**config.mk**
```make
export PLATFORM = sky130hd
export DESIGN_NAME = packet_builder
export DESIGN_NICKNAME = d
export VERILOG_FILES = /design/src/rtl/packet_builder.sv
export SDC_FILE = /design/constraint.sdc
export NUM_CORES = 1
export LEC_CHECK = 0
export CAP_MARGIN = 10
export CELL_PAD_IN_SITES_DETAIL_PLACEMENT = 0
export CELL_PAD_IN_SITES_GLOBAL_PLACEMENT = 1
export CORE_ASPECT_RATIO = 1.25
export CORE_MARGIN = 5
export CORE_UTILIZATION = 43
export DETAILED_ROUTE_END_ITERATION = 10
export GPL_TIMING_DRIVEN = 0
export PLACE_DENSITY = 0.92
export SYNTH_ARGS = -nofsm -noshare
export SYNTH_HDL_FRONTEND = slang
export SYNTH_SLANG_ARGS = --single-unit
```
**constraint.sdc**
```tcl
create_clock -name clk -period 3.3 [get_ports clk]
set_clock_uncertainty 0.15 [all_clocks]
set_input_delay 0.825 -clock clk [delete_from_list [all_inputs] [get_ports clk]]
set_output_delay 0.825 -clock clk [all_outputs]
set_load 0.01 [all_outputs]
```
**src/rtl/packet_builder.sv**
```systemverilog
// Packet builder: emits Ethernet/IPv4/TCP headers (MS word first) followed by
// PAYLOAD_WORDS payload words pulled one at a time from an upstream FIFO.
module packet_builder #(
  parameter int PAYLOAD_WORDS = 10
) (
  input  logic         clk,
  input  logic         rst,
  input  logic         start,
  input  logic [127:0] eth_hdr,
  input  logic [159:0] ip_hdr,
  input  logic [159:0] tcp_hdr,
  input  logic [31:0]  pl_data,
  input  logic         pl_empty,
  output logic         pl_rd_en,
  output logic [31:0]  tx_data,
  output logic         tx_valid,
  input  logic         tx_ready,
  output logic         tx_last,
  output logic         busy
);

  localparam logic [7:0] LAST_PL = 8'(PAYLOAD_WORDS - 1);

  typedef enum logic [2:0] {
    IDLE,
    ETH,
    IP,
    TCP,
    PL_FETCH,
    PL_WAIT,
    PL_SEND
  } state_t;

  state_t        state, state_nx;
  logic [447:0]  hdr;
  logic [2:0]    word_cnt;
  logic [7:0]    pl_cnt;
  logic [31:0]   pl_word;
  logic          in_hdr;
  logic          hs;
  logic          sec_done;

  assign in_hdr   = state inside {ETH, IP, TCP};
  assign tx_valid = in_hdr || (state == PL_SEND);
  assign hs       = tx_valid && tx_ready;
  // ETH carries 4 words, IP and TCP carry 5 each.
  assign sec_done = (state == ETH) ? (word_cnt == 3'd3) : (word_cnt == 3'd4);
  assign tx_data  = in_hdr ? hdr[447:416] : pl_word;
  assign tx_last  = (state == PL_SEND) && (pl_cnt == LAST_PL);
  assign busy     = (state != IDLE);
  assign pl_rd_en = (state == PL_FETCH) && !pl_empty;

  always_comb begin
    // NOTE: default first, so every path assigns state_nx and no latch is inferred.
    state_nx = state;
    case (state)
      IDLE:     if (start) state_nx = ETH;
      ETH:      if (hs && sec_done) state_nx = IP;
      IP:       if (hs && sec_done) state_nx = TCP;
      TCP:      if (hs && sec_done) state_nx = PL_FETCH;
      PL_FETCH: if (!pl_empty) state_nx = PL_WAIT;
      PL_WAIT:  state_nx = PL_SEND;
      PL_SEND:  if (hs) state_nx = (pl_cnt == LAST_PL) ? IDLE : PL_FETCH;
      default:  state_nx = IDLE;
    endcase
  end

  always_ff @(posedge clk or negedge rst) begin
    if (!rst) begin
      state    <= IDLE;
      // NOTE: the wide header register is reset as well, so no stale header
      // from an abandoned packet can ever reach tx_data.
      hdr      <= '0;
      word_cnt <= '0;
      pl_cnt   <= '0;
      pl_word  <= '0;
    end else begin
      // NOTE: non-blocking assignments, so every register here sees the
      // pre-edge values of the others regardless of statement order.
      state <= state_nx;
      case (state)
        IDLE: begin
          if (start) begin
            hdr      <= {eth_hdr, ip_hdr, tcp_hdr};
            word_cnt <= '0;
            pl_cnt   <= '0;
          end
        end
        ETH, IP, TCP: begin
          if (hs) begin
            hdr      <= {hdr[415:0], 32'h0};
            word_cnt <= sec_done ? 3'd0 : word_cnt + 3'd1;
          end
        end
        PL_WAIT: pl_word <= pl_data;
        PL_SEND: if (hs) pl_cnt <= pl_cnt + 8'd1;
        default: ;
      endcase
    end
  end

endmodule

```
Word-level counts from Yosys, hierarchy flattened

Cells that the tools add are included.

Flip-flop bits (word level): 494
Bits in latches: 0
RAM bits: 0
ROM bits: 0
Logic and storage cells: 58
Memories kept: 0

Add/sub/neg operators: 2
Multipliers: 0
Divide/modulo/power cells: 0
$lt $le $gt $ge: 0
Eq/ne operators: 16
Shift operators: 0
Muxes and demuxes: 20
Bitwise logic cells: 0
Reductions and logical operators: 15

Operator list:

| operator                                             | count |
|---|---|
| 2-to-1 mux 448 bit                                   | 2 |
| case mux 448 bit (2 select lines)                    | 1 |
| 2-to-1 mux 32 bit                                    | 1 |
| 2-to-1 mux 3 bit                                     | 10 |
| case mux 3 bit (7 select lines)                      | 1 |
| 2-to-1 mux 8 bit                                     | 2 |
| case mux 8 bit (2 select lines)                      | 1 |
| equality test 3 bit (second input constant)          | 4 |
| equality test 3 x 2 -> 1 bit (second input constant) | 3 |
| adder 8 x 1 -> 8 bit (second input constant)         | 1 |
| equality test 8 x 4 -> 1 bit (second input constant) | 1 |
| != test 2 bit (second input constant)                | 4 |
| != test 2 x 1 -> 1 bit (second input constant)       | 3 |
| case mux 3 bit (2 select lines)                      | 1 |
| AND reduction 3 bit                                  | 2 |
| AND reduction 6 bit                                  | 1 |
| nonzero test 3 bit                                   | 2 |
| logical AND 1 bit                                    | 4 |
| nonzero test 2 bit                                   | 2 |
| adder 3 x 1 -> 3 bit (second input constant)         | 1 |
| equality test 3 x 1 -> 1 bit (second input constant) | 1 |
| logical NOT 3 bit                                    | 1 |
| OR reduction 3 bit                                   | 1 |
| logical NOT 1 bit                                    | 1 |
| other kinds (2)                                      | 2 |

Depth between registers and ports, before layout

Depth in word-level cells: 7
Gate-level depth with buffers: 7
Depth with buffers taken out: 5

Worst setup path before layout

No wires, ideal clock.

Kind: flip-flop to output port
Start point: reg state[0]
End point: out tx_data[10]
Arrival time: 1.735 ns
Required time: 2.325 ns
Slack: 0.590 ns
Cell stages (with the launch flop): 8
Path through: dfrtp_1 -> buf_2 -> o21bai_1 -> buf_2 -> buf_2 -> buf_2 -> buf_2 -> mux2_2

Cells in the longest elaborated chain, start to end: 3

RTL lines:

| item                                                                                | line | text |
|---|---|---|
| start: declaration                                                                  | 34   | `state_t state, state_nx;` |
| start signal: assignment                                                            | 80   | `state <= state_nx;` |
| equality test 3 x 1 -> 1 bit / equality test 3 x 2 -> 1 bit (equally long branches) | 43   | `assign in_hdr = state inside {ETH, IP, TCP};` |
| nonzero test 3 bit *                                                                | 43   |  |
| 2-to-1 mux 32 bit *                                                                 | 48   | `assign tx_data = in_hdr ? hdr[447:416] : pl_word;` |
| end: declaration                                                                    | 15   | `output logic [31:0] tx_data,` |

Mark *: on every way between the ends. The rest lies on a longest branch, timed or not.

Worst setup path in the final report

Start point: reg state[2]
End point: out tx_data[16]

Same word-level chain as after synthesis.

==> results_dict.tcl <==
set metrics [dict create \
    grt_overflow 0 \
    yosys.area.top_type_share 0.495 \
    tns_ns 0 \
    cts_buffer_depth 3 \
    place.gp.congestion 0.886 \
    grt_setup_unrepaired "false" \
    place_hpwl_um 58500 \
    leakagePower_uw 0.0143 \
    p_per_area_nw_per_um2 1010 \
    setup_slack_ns 0.151 \
    rows 98 \
    ys_types 42 \
    syn-num-nets 2105 \
    finalHoldViolCount 0 \
    finalMaxSlewViolations 0 \
    synth_area_leaders "dfrtp_1 50%, mux2_2 31%, mux2_4 12%" \
    holdWs_ns 0.337 \
    first_pass_iters 5 \
    cts_sinks 494 \
    relSlewSlack 0.440 \
    drcViolationCount 0 \
    nets 2686 \
    boundaryPins 521 \
    yosys_warnings 0 \
    maxCapViolations 0 \
    start_kind "flip-flop" \
    post-route-min-period_ns 3.15 \
    setup.worst_path.end_class "output port" \
    grt_max_degree 126 \
    ir_drop_v 0.000595 \
    grt_pass1_vias 17757 \
    wl_per_cell_um 24.7 \
    ys_ff_latch 494 \
    synth-seq-area-share 0.495 \
    syn_area_sq_um 25000 \
    io_buffers 520 \
    core_sq_um 57400 \
    worstSkewPairLatency_ns 0.61 \
    fp.dieW_um 226 \
    path_clk_slew_ns 0.06 \
    cts_tree "yes" \
    final-setup-viol-count 0 \
    antenna_found_initial 37 \
    drt_wl_total_um 74500 \
    max_freq_mhz 318 \
    vias 15765 \
    period_share 0.954 \
    h-tree-depth 2 \
    area_growth_pct 32.1 \
    dpl_worst_slack_ns -0.637 \
    synth_top_cell_by_area "dfrtp_1" \
    vias_per_cell 5.23 \
    required_ns 2.32 \
    numCtsBuffers 51 \
    die-area_sq_um 63000 \
    initial_core_util 0.435 \
    crit_fanout 10 \
    ant_nets 0 \
    die_h_um 279 \
    syn_avg_cell_area_sq_um 15.4 \
    grt_first_pass_wirelength_um 111000 \
    worst_pin_slew_ns 0.840 \
    layout-drive-gt1-share 0.494 \
    grt_usage 0.230 \
    path_class "flip-flop to output port" \
    synth_cells 1617 \
    status "complete, no violations" \
    hp-class "flip-flop to flip-flop" \
    ctsRootBufferMaster "clkbuf_16" \
    drt_iter0_markers 694 \
    arrival_ns 2.17 \
]
[layer usage]
metal	share of wire	vias up	GRT usage
li1	-	7152	-
met1	0.37	7949	0.258
met2	0.52	501	0.410
met3	0.067	145	0.0625
met4	0.041	18	0.0983
met5	0.0016	-	0
[repair_timing]
item                                    in CTS  in global routing
hold buffers                                 1                  0
gates resized for setup                     84                 38
cloned                                       0                  0
buffers inserted                             6                  0
endpoints found under the setup margin      34                 34
hold endpoints to repair                     9                  0
pin swaps                                    1                  1
[cell families after synthesis]
group                      Yosys count  synth area share
muxes                              898             0.435
adders and majority gates            3           0.00150
buffers and inverters              118            0.0384
and+or+nand+nor                     44            0.0112
DFF                                494             0.495
AOI/OAI and AO/OA                   60            0.0187
[cell usage in the layout (no fill, tap or decap), types with 18 or more instances in the layout]
master and count:
buf_4 22, clkbuf_1 23, clkbuf_2 30, clkbuf_8 18, buf_12 26, diode_2 28, mux2_2 682, clkdlybuf4s50_1 486
mux2_4 200, clkbuf_16 51, dfrtp_1 493, a22o_1 32, buf_2 46
[sequential cells by signal (all words and copies together) (netlist names)]
register  count
state         3
word_cnt      3
pl_cnt        8
pl_word      32
hdr         448
[cells in the mapped netlist, drive strengths merged]
cell	count
a2bb2oi	2
nand3	7
mux2i	2
a311o	1
o31ai	3
or3	3
nor4	3
o211ai	2
mux2	896
a21oi	7
and3	1
a211o	1
or3b	1
nor4bb	4
ha	3
nand4	1
a22o	32
buf	98
nor2	2
or4	4
o2bb2ai	1
o21bai	1
nand2	7
inv	5
or4b	1
nand4b	1
dfrtp	494
clkbuf	15
a21o	2
o21ai	7
o221ai	1
nor4b	1
nor3	3
nand2b	3
and4b	2
[final cells by class]
| type | count | area [sq um] |
|---|---|---|
| well taps | 750 | 938 |
| multi-input cells | 1005 | 11700 |
| plain buffers | 110 | 997 |
| inverters | 5 | 18.8 |
| flip-flops and latches | 494 | 12400 |
| repair buffers | 531 | 5220 |
| clock inverters | 13 | 151 |
| diodes | 28 | 70.1 |
| clock buffers | 79 | 1560 |
| fillers | 4635 | 24400 |
[path summary, 6_finish.rpt]
check                                        to  depth (start not counted)            startpoint  slack (ns)
min in group asynchronous  hdr[257]$_DFFE_PN0P_                          2                   rst        0.48
setup reg to reg            hdr[25]$_DFFE_PN0P_                          7  state[0]$_DFFE_PN0P_        0.45
hold / removal             hdr[367]$_DFFE_PN0P_                          1  hdr[367]$_DFFE_PN0P_        0.34
setup / recovery                    tx_data[16]                          7  state[2]$_DFFE_PN0P_        0.15
hold reg to reg            hdr[367]$_DFFE_PN0P_                          1  hdr[367]$_DFFE_PN0P_        0.34
max in group asynchronous  state[0]$_DFFE_PN0P_                          4                   rst        1.01
[worst max-delay path, cell delays in order (launching register included)]
cell and delay (ns):
dfrtp_1 0.36, buf_4 0.15, o21bai_2 0.19, buf_6 0.14, buf_12 0.15, buf_12 0.14, mux2_2 0.27, buf_2 0.15
[stage by stage]
stage          utilization  area, sq um  total power [uW]  cells
2_1_floorplan            -        25000             23000   1617
3_3_place_gp         0.542        31100             27300   2887
3_5_place_dp         0.544        31200             27800   2891
4_1_cts              0.576        33100             34000   2988
5_1_grt              0.575        33000             35200   3012
6_report             0.575        33000             33400   3015
[power breakdown]
part	internal [uW]	leakage, uW	switching (uW)
sequential	9110	0.00603	1810
clock	3420	0.000850	2490
combinational	10300	0.00744	6280
Power figures use the tool's default switching activity.
